## src/rtl/microwire_id_prom.sv

```systemverilog
// Purpose : Microwire serial-EEPROM slave holding the board ID, clocked from CLK with synchronised CS/SK/DI.
// Latency : DO/DO_OE update 3 CLK after an SK rise or CS fall; a committed WRITE/ERASE holds BUSY for WRITE_CYCLES CLK.
// Backpressure: none on the serial side; frames arriving during the busy period are ignored and DO reports ready/busy.
// Ports   : CLK, RST_N (async active-low); CS/SK/DI/PE/PRE serial inputs; DO/DO_OE serial output and its
//           drive enable (tristate formed at top level); BUSY high while a write/erase is in progress.
// Option  : define MICROWIRE_PROTECT_EN to add the PRE-addressed protect register (writes at/above it blocked).
module microwire_id_prom #(
  parameter int                DATA_W       = 16,
  parameter int                ADDR_W       = 4,
  parameter logic [DATA_W-1:0] INIT_ID      = 16'hA5C3,
  parameter int                WRITE_CYCLES = 64
) (
  input  logic CLK,
  input  logic RST_N,
  input  logic CS,
  input  logic SK,
  input  logic DI,
  input  logic PE,
  input  logic PRE,
  output logic DO,
  output logic DO_OE,
  output logic BUSY
);

  localparam int DEPTH = 1 << ADDR_W;
  localparam int CW    = $clog2((DATA_W > ADDR_W) ? DATA_W : ADDR_W);
  localparam int BCW   = $clog2(WRITE_CYCLES + 1);

  typedef enum logic [2:0] {
    S_IDLE, S_START, S_OPC, S_ADDR, S_RDATA, S_WDATA, S_WAIT_CS, S_BUSY
  } state_t;

  logic [1:0] cs_sync, sk_sync, di_sync;
  logic       sk_prev;
  logic       cs_s, di_s, sk_rise;

  state_t              state_q, state_n;
  logic [CW-1:0]       cnt_q, cnt_n;
  logic [BCW-1:0]      bcnt_q, bcnt_n;
  logic [1:0]          opc_q, opc_n;
  logic [ADDR_W-1:0]   addr_q, addr_n, addr_shift, addr_inc;
  logic [DATA_W-1:0]   sr_q, sr_n;
  logic                wen_q, wen_n, do_q, do_n, oe_q, oe_n, busy_q, busy_n;
  logic                mem_we, commit_ok;
  logic [DATA_W-1:0]   mem_wdata;
  logic [DATA_W-1:0]   mem [DEPTH];

`ifdef MICROWIRE_PROTECT_EN
  logic                pre_q, pre_n;
  logic [ADDR_W-1:0]   prot_q, prot_n;
`else
  logic                unused_pre;
  assign unused_pre = PRE;
`endif

  assign cs_s       = cs_sync[1];
  assign di_s       = di_sync[1];
  assign sk_rise    = sk_sync[1] & ~sk_prev;
  assign addr_shift = {addr_q[ADDR_W-2:0], di_s};
  assign addr_inc   = addr_q + ADDR_W'(1);

`ifdef MICROWIRE_PROTECT_EN
  // PRE frames only ever write the protect register; normal frames must stay below it.
  assign commit_ok = wen_q && PE &&
                     (pre_q ? (opc_q == 2'b01)
                            : (((opc_q == 2'b01) || (opc_q == 2'b11)) && (addr_q < prot_q)));
`else
  assign commit_ok = wen_q && PE && ((opc_q == 2'b01) || (opc_q == 2'b11));
`endif

  always_comb begin
    state_n   = state_q;
    cnt_n     = cnt_q;
    bcnt_n    = bcnt_q;
    opc_n     = opc_q;
    addr_n    = addr_q;
    sr_n      = sr_q;
    wen_n     = wen_q;
    do_n      = do_q;
    oe_n      = oe_q;
    busy_n    = busy_q;
    mem_we    = 1'b0;
    mem_wdata = sr_q;
`ifdef MICROWIRE_PROTECT_EN
    pre_n     = pre_q;
    prot_n    = prot_q;
`endif
    unique case (state_q)
      S_IDLE: begin
        do_n = 1'b0;
        oe_n = 1'b0;
        if (cs_s) state_n = S_START;
      end
      S_START, S_OPC, S_ADDR, S_RDATA, S_WDATA: begin
        if (!cs_s) begin
          // Abort: an incomplete frame never touches memory.
          state_n = S_IDLE;
          do_n    = 1'b0;
          oe_n    = 1'b0;
        end else if (sk_rise) begin
          unique case (state_q)
            S_START: begin
              if (di_s) begin
                state_n = S_OPC;
                cnt_n   = '0;
              end
            end
            S_OPC: begin
              opc_n = {opc_q[0], di_s};
              cnt_n = cnt_q + CW'(1);
              if (cnt_q == CW'(1)) begin
                state_n = S_ADDR;
                cnt_n   = '0;
              end
            end
            S_ADDR: begin
              addr_n = addr_shift;
              cnt_n  = cnt_q + CW'(1);
              if (cnt_q == CW'(ADDR_W - 1)) begin
                cnt_n = '0;
`ifdef MICROWIRE_PROTECT_EN
                pre_n = PRE;
`endif
                unique case (opc_q)
                  2'b10: begin
                    // Dummy zero goes out on this same edge; data follows from the next one.
                    oe_n    = 1'b1;
                    do_n    = 1'b0;
                    sr_n    = mem[addr_shift];
`ifdef MICROWIRE_PROTECT_EN
                    if (PRE) sr_n = DATA_W'(prot_q);
`endif
                    state_n = S_RDATA;
                  end
                  2'b01: begin
                    state_n = S_WDATA;
`ifdef MICROWIRE_PROTECT_EN
                    if (PRE) state_n = S_WAIT_CS;  // protect write carries no data field
`endif
                  end
                  2'b11: state_n = S_WAIT_CS;
                  default: begin
                    if (addr_shift[ADDR_W-1 -: 2] == 2'b11)      wen_n = 1'b1;
                    else if (addr_shift[ADDR_W-1 -: 2] == 2'b00) wen_n = 1'b0;
                    state_n = S_WAIT_CS;
                  end
                endcase
              end
            end
            S_RDATA: begin
              do_n  = sr_q[DATA_W-1];
              sr_n  = sr_q << 1;
              cnt_n = cnt_q + CW'(1);
              if (cnt_q == CW'(DATA_W - 1)) begin
                // Bit 0 leaves now; preload the next word so the stream is seamless.
                cnt_n  = '0;
                addr_n = addr_inc;
                sr_n   = mem[addr_inc];
`ifdef MICROWIRE_PROTECT_EN
                if (pre_q) sr_n = DATA_W'(prot_q);
`endif
              end
            end
            default: begin  // S_WDATA
              sr_n  = {sr_q[DATA_W-2:0], di_s};
              cnt_n = cnt_q + CW'(1);
              if (cnt_q == CW'(DATA_W - 1)) begin
                cnt_n   = '0;
                state_n = S_WAIT_CS;
              end
            end
          endcase
        end
      end
      S_WAIT_CS: begin
        // SK edges are ignored here; only the CS fall matters.
        if (!cs_s) begin
          do_n    = 1'b0;
          oe_n    = 1'b0;
          state_n = S_IDLE;
          if (commit_ok) begin
            busy_n  = 1'b1;
            bcnt_n  = '0;
            state_n = S_BUSY;
`ifdef MICROWIRE_PROTECT_EN
            if (pre_q) prot_n = addr_q;
            else begin
              mem_we    = 1'b1;
              mem_wdata = (opc_q == 2'b11) ? '1 : sr_q;
            end
`else
            mem_we    = 1'b1;
            mem_wdata = (opc_q == 2'b11) ? '1 : sr_q;
`endif
          end
        end
      end
      default: begin  // S_BUSY
        oe_n   = cs_s;
        do_n   = 1'b0;
        bcnt_n = bcnt_q + BCW'(1);
        if (bcnt_q == BCW'(WRITE_CYCLES - 1)) begin
          busy_n  = 1'b0;
          bcnt_n  = '0;
          state_n = S_IDLE;
          if (cs_s) begin
            // Hold "ready" on DO until CS falls; READ opcode keeps WAIT_CS from committing again.
            do_n    = 1'b1;
            oe_n    = 1'b1;
            opc_n   = 2'b10;
            state_n = S_WAIT_CS;
          end
        end
      end
    endcase
  end

  always_ff @(posedge CLK or negedge RST_N) begin
    if (!RST_N) begin
      cs_sync <= '0;
      sk_sync <= '0;
      di_sync <= '0;
      sk_prev <= 1'b0;
      state_q <= S_IDLE;
      cnt_q   <= '0;
      bcnt_q  <= '0;
      opc_q   <= '0;
      addr_q  <= '0;
      sr_q    <= '0;
      wen_q   <= 1'b0;
      do_q    <= 1'b0;
      oe_q    <= 1'b0;
      busy_q  <= 1'b0;
`ifdef MICROWIRE_PROTECT_EN
      pre_q   <= 1'b0;
      prot_q  <= ADDR_W'(DEPTH - 1);
`endif
      for (int i = 0; i < DEPTH - 1; i++) mem[i] <= '1;
      mem[DEPTH-1] <= INIT_ID;
    end else begin
      cs_sync <= {cs_sync[0], CS};
      sk_sync <= {sk_sync[0], SK};
      di_sync <= {di_sync[0], DI};
      sk_prev <= sk_sync[1];
      state_q <= state_n;
      cnt_q   <= cnt_n;
      bcnt_q  <= bcnt_n;
      opc_q   <= opc_n;
      addr_q  <= addr_n;
      sr_q    <= sr_n;
      wen_q   <= wen_n;
      do_q    <= do_n;
      oe_q    <= oe_n;
      busy_q  <= busy_n;
`ifdef MICROWIRE_PROTECT_EN
      pre_q   <= pre_n;
      prot_q  <= prot_n;
`endif
      if (mem_we) mem[addr_q] <= mem_wdata;
    end
  end

  assign DO    = do_q;
  assign DO_OE = oe_q;
  assign BUSY  = busy_q;

endmodule

```

## config.mk

```make
export PLATFORM = sky130hd
export DESIGN_NAME = microwire_id_prom
export DESIGN_NICKNAME = d
export VERILOG_FILES = /design/src/rtl/microwire_id_prom.sv
export SDC_FILE = /design/constraint.sdc
export NUM_CORES = 1
export LEC_CHECK = 0
export CORE_MARGIN = 5
export CORE_UTILIZATION = 40
export CTS_CLUSTER_SIZE = 30
export DETAILED_ROUTE_END_ITERATION = 7
export PLACE_DENSITY_LB_ADDON = 0.12
export SETUP_SLACK_MARGIN = 0.05
export SLEW_MARGIN = 20
export SYNTH_ARGS = -nofsm -noshare
export SYNTH_HDL_FRONTEND = slang
export SYNTH_SLANG_ARGS = --single-unit
```

## constraint.sdc

```tcl
create_clock -name CLK -period 4.6 [get_ports CLK]
set_clock_uncertainty 0.15 [all_clocks]
set_input_delay 1.15 -clock CLK [delete_from_list [all_inputs] [get_ports CLK]]
set_output_delay 1.15 -clock CLK [all_outputs]
set_load 0.1 [all_outputs]
```

==> summary.txt <==
Floorplan
  • Core area: 0.04055 mm²
  • I/O Pins: 10
  • Starting Density: 40.21%
  • Die Wd: 211.9 µm
  • DIE HEIGHT: 211.9 µm
  • Die Area: 0.04491 mm²
  • # rows: 74

Finish
  • Commonest non-fill, non-tap cells in the layout: 370 x nand2_1, 282 x o21ai_0, 248 x dfstp_2
  • Area grow syn2layout: 11.50%
  • Commonest non-fill, non-tap cell in the layout: nand2_1
  • # nets final: 1575
  • Share of cells above drive strength 1: 30.70%
  • # diodes: 0
  • Core Util, Final: 44.84%
  • Fillers: 3844

Critical path
  • Crit Path Class: flip-flop to flip-flop
  • CP max FO: 26
  • Crit path arrival time: 4110 ps
  • Nature of the critical path startpoint: flip-flop
  • Crit end category: flip-flop
  • Worst Path Required: 4930 ps

Detailed routing
  • Post-route ant nets: 0
  • M1 WL: 22.61 mm
  • Metal3 WL: 2.598 mm
  • DR top layer: met4
  • Met2 WL: 22.75 mm
  • Routed WL: 49.27 mm
  • DR iter-0 viols: 813
  • Drt drc: 0
  • Avg WL per Cell: 23.30 µm
  • Router iterations before antenna repair: 6
  • Routed via count: 12150
  • Drt via density: 5.745

Power and ir drop
  • Pwr/cell area: 505.7 mW/mm²
  • Sequential power share: 33.6%
  • Internal power: 5.719 mW
  • Combinational share of power: 32.7%
  • Sw Pwr: 3.477 mW
  • Leak Pwr: 6.383 nW
  • Switching share of power: 37.81%
  • Clk network pwr share: 33.8%
  • VDD IR max: 0.4513 mV

Place
  • Port bufs: 8
  • Post-DP HPWL: 30.51 mm
  • RePlAce Congestion: 0.8272

STA
  • Crit share post-route: 82.05%
  • Slew @ Worst Pin: 1102 ps
  • Fin crit period: 3774 ps
  • Setup Viol. Count Final: 0
  • Fin. Hold Viols: 0
  • Max Clk Rate: 0.2650 GHz
  • RSZ-0062 raised after global routing: no
  • Max Slew Vio Count: 0
  • Rel. slew slack: 26.27%
  • Final setup TNS: 0 ps
  • Hold slack: 196.5 ps

Clock network
  • Postcts setup bufs: 0
  • Clock buffer depth: 3
  • CTS root buf: clkbuf_16
  • Clk sinks: 303
  • CTS H-tree depth: 2
  • CTS tree: done
  • Cts repair resizes: 0
  • # hold bufs at CTS: 0
  • TritonCTS Buffers: 38
  • Clk slew on worst S/H paths: 60 ps
  • Later-pin clock latency in the skew report: 560 ps

Synthesis
  • Mapped Cells: 1590
  • Syn. warnings: 0
  • Sequential fraction of the synthesis area: 48.40%
  • Simple-Gate Fraction of Synth Area: 14.65%
  • Biggest area consumer among synthesized cells: dfstp_2
  • Mapped cell area: 0.01631 mm²
  • Post-synthesis compound-gate area fraction: 14.70%
  • Largest family of logic cells by synthesized area: multiplexers
  • Top post-synthesis cells by area: dfstp_2 40%, mux4_2 14%, o21ai_0 8.7%
  • Primary FF master, synth: dfstp_2
  • Xor/xnor cell area share of the yosys netlist: 0.3146%
  • Yosys top cell area share: 39.96%
  • Post-Syn Nets: 1609
  • Post-synthesis mux area share: 16.64%
  • Async set or reset register ratio after synthesis: 100.0%
  • Distinct cell type count after synthesis: 63
  • EDFF count, synth: 0
  • #FFs+latches synth: 303
  • Adder-cell area share of the yosys netlist: 0.9207%
  • Mean post-synth cell area: 10.26 µm²

Flow run
  • Max Cap Viol: 0

Global route
  • GRT Total Usage: 22.28%
  • Initial antenna violation count: 0
  • Largest net degree at the start of global routing: 104
  • Total grt overflow: 0
  • Vias in the first global route: 12200
  • First-pass GRT wire length: 76.51 mm

Status
  • Outcome: completed

Worst hold path
  • Hold Crit Class: flip-flop to flip-flop
area by class of cell:
class | count | area, µm² | share of cell area (%)
flip-flops and latches | 303 | 7900 | 43.45
multi-input cells | 1136 | 7725 | 42.48
clock buffers | 58 | 1137 | 6.255
well taps | 532 | 665.6 | 3.661
repair buffers | 58 | 535.5 | 2.945
clock inverters | 9 | 148.9 | 0.8188
inverters | 19 | 71.32 | 0.3922
worst paths after layout:
path,endpoint,cells past startpoint,slack (ps),start
max,sr_q[7]$_DFFE_PN0P_,8,830,addr_q[1]$_DFFE_PN0P_
min,cs_sync[1]$_DFF_PN0_,0,200,cs_sync[0]$_DFF_PN0_
max reg2reg,sr_q[7]$_DFFE_PN0P_,8,830,addr_q[1]$_DFFE_PN0P_
min reg2reg,cs_sync[1]$_DFF_PN0_,0,200,cs_sync[0]$_DFF_PN0_
max in group asynchronous,mem[112]$_DFFE_PN1P_,2,2740,RST_N
min in group asynchronous,sr_q[1]$_DFFE_PN0P_,1,500,RST_N
power by group through the flow:
stage	logic [mW]	clock network [mW]	registers, mW
final	3.01	3.10	3.09
after global routing	3.24	3.29	3.12
after CTS	3.00	3.19	3.09
after detailed placement	2.99	0	3.12
after global placement	2.98	0	3.12
after floorplan	2.16	0	2.97
cell usage after synthesis, types with 5 or more instances:
cell / count
buf_6: 9
nand4_1: 10
nand3_2: 8
mux2i_1: 45
o311a_1: 8
ha_1: 12
nand2_1: 370
o211ai_1: 5
buf_4: 10
o2111ai_1: 5
dfstp_2: 248
a22oi_1: 7
o221ai_1: 11
inv_1: 17
nor3_1: 9
nand3_1: 63
nor2b_1: 9
o22a_1: 5
mux4_2: 99
a21oi_1: 35
clkbuf_1: 75
nand3b_1: 5
o21ai_0: 282
a32oi_1: 10
a31oi_1: 28
dfrtp_1: 55
nor2_1: 52
buf_2: 34
worst max-delay path, stage by stage, from the launching register on:
cell and delay (ps):
dfrtp_2 650, buf_4 450, ha_1 280, nand2_1 110, xnor2_1 850, nand2_2 530
o221ai_1 350, a31oi_1 120, a21oi_1 170
registers in the layout, summed over array words and instances (netlist names), 3 cells and up:
name and count:
bcnt_q 7, sr_q 16, addr_q 4, cnt_q 4, mem 256, state_q 3
kinds of logic after synthesis:
logic type	count (synthesis)
compound gates	421
simple gates	551
fa+ha+maj	12
mux	147
buf+inv	151
xor+xnor	5
flops	303
stage by stage:
stage | cells | setup WS (ps) | area [µm²] | power [mW]
finish | 2115 | 825.8 | 18180 | 9.196
global route | 2115 | 696.3 | 18180 | 9.641
CTS | 2115 | 917.5 | 18180 | 9.279
detailed placement | 2048 | 598.9 | 16900 | 6.114
global placement | 2048 | 667.2 | 16900 | 6.097
floorplan | 1590 | 1613 | 16310 | 5.136
per-layer routing:
metal	global-route usage, %	vias to the layer above
li1	-	5655
met1	31.94	6113
met2	35.50	301
met3	3.631	81
met4	5.908	0
met5	0	-
Note: power is estimated with default switching activity, not from simulation.
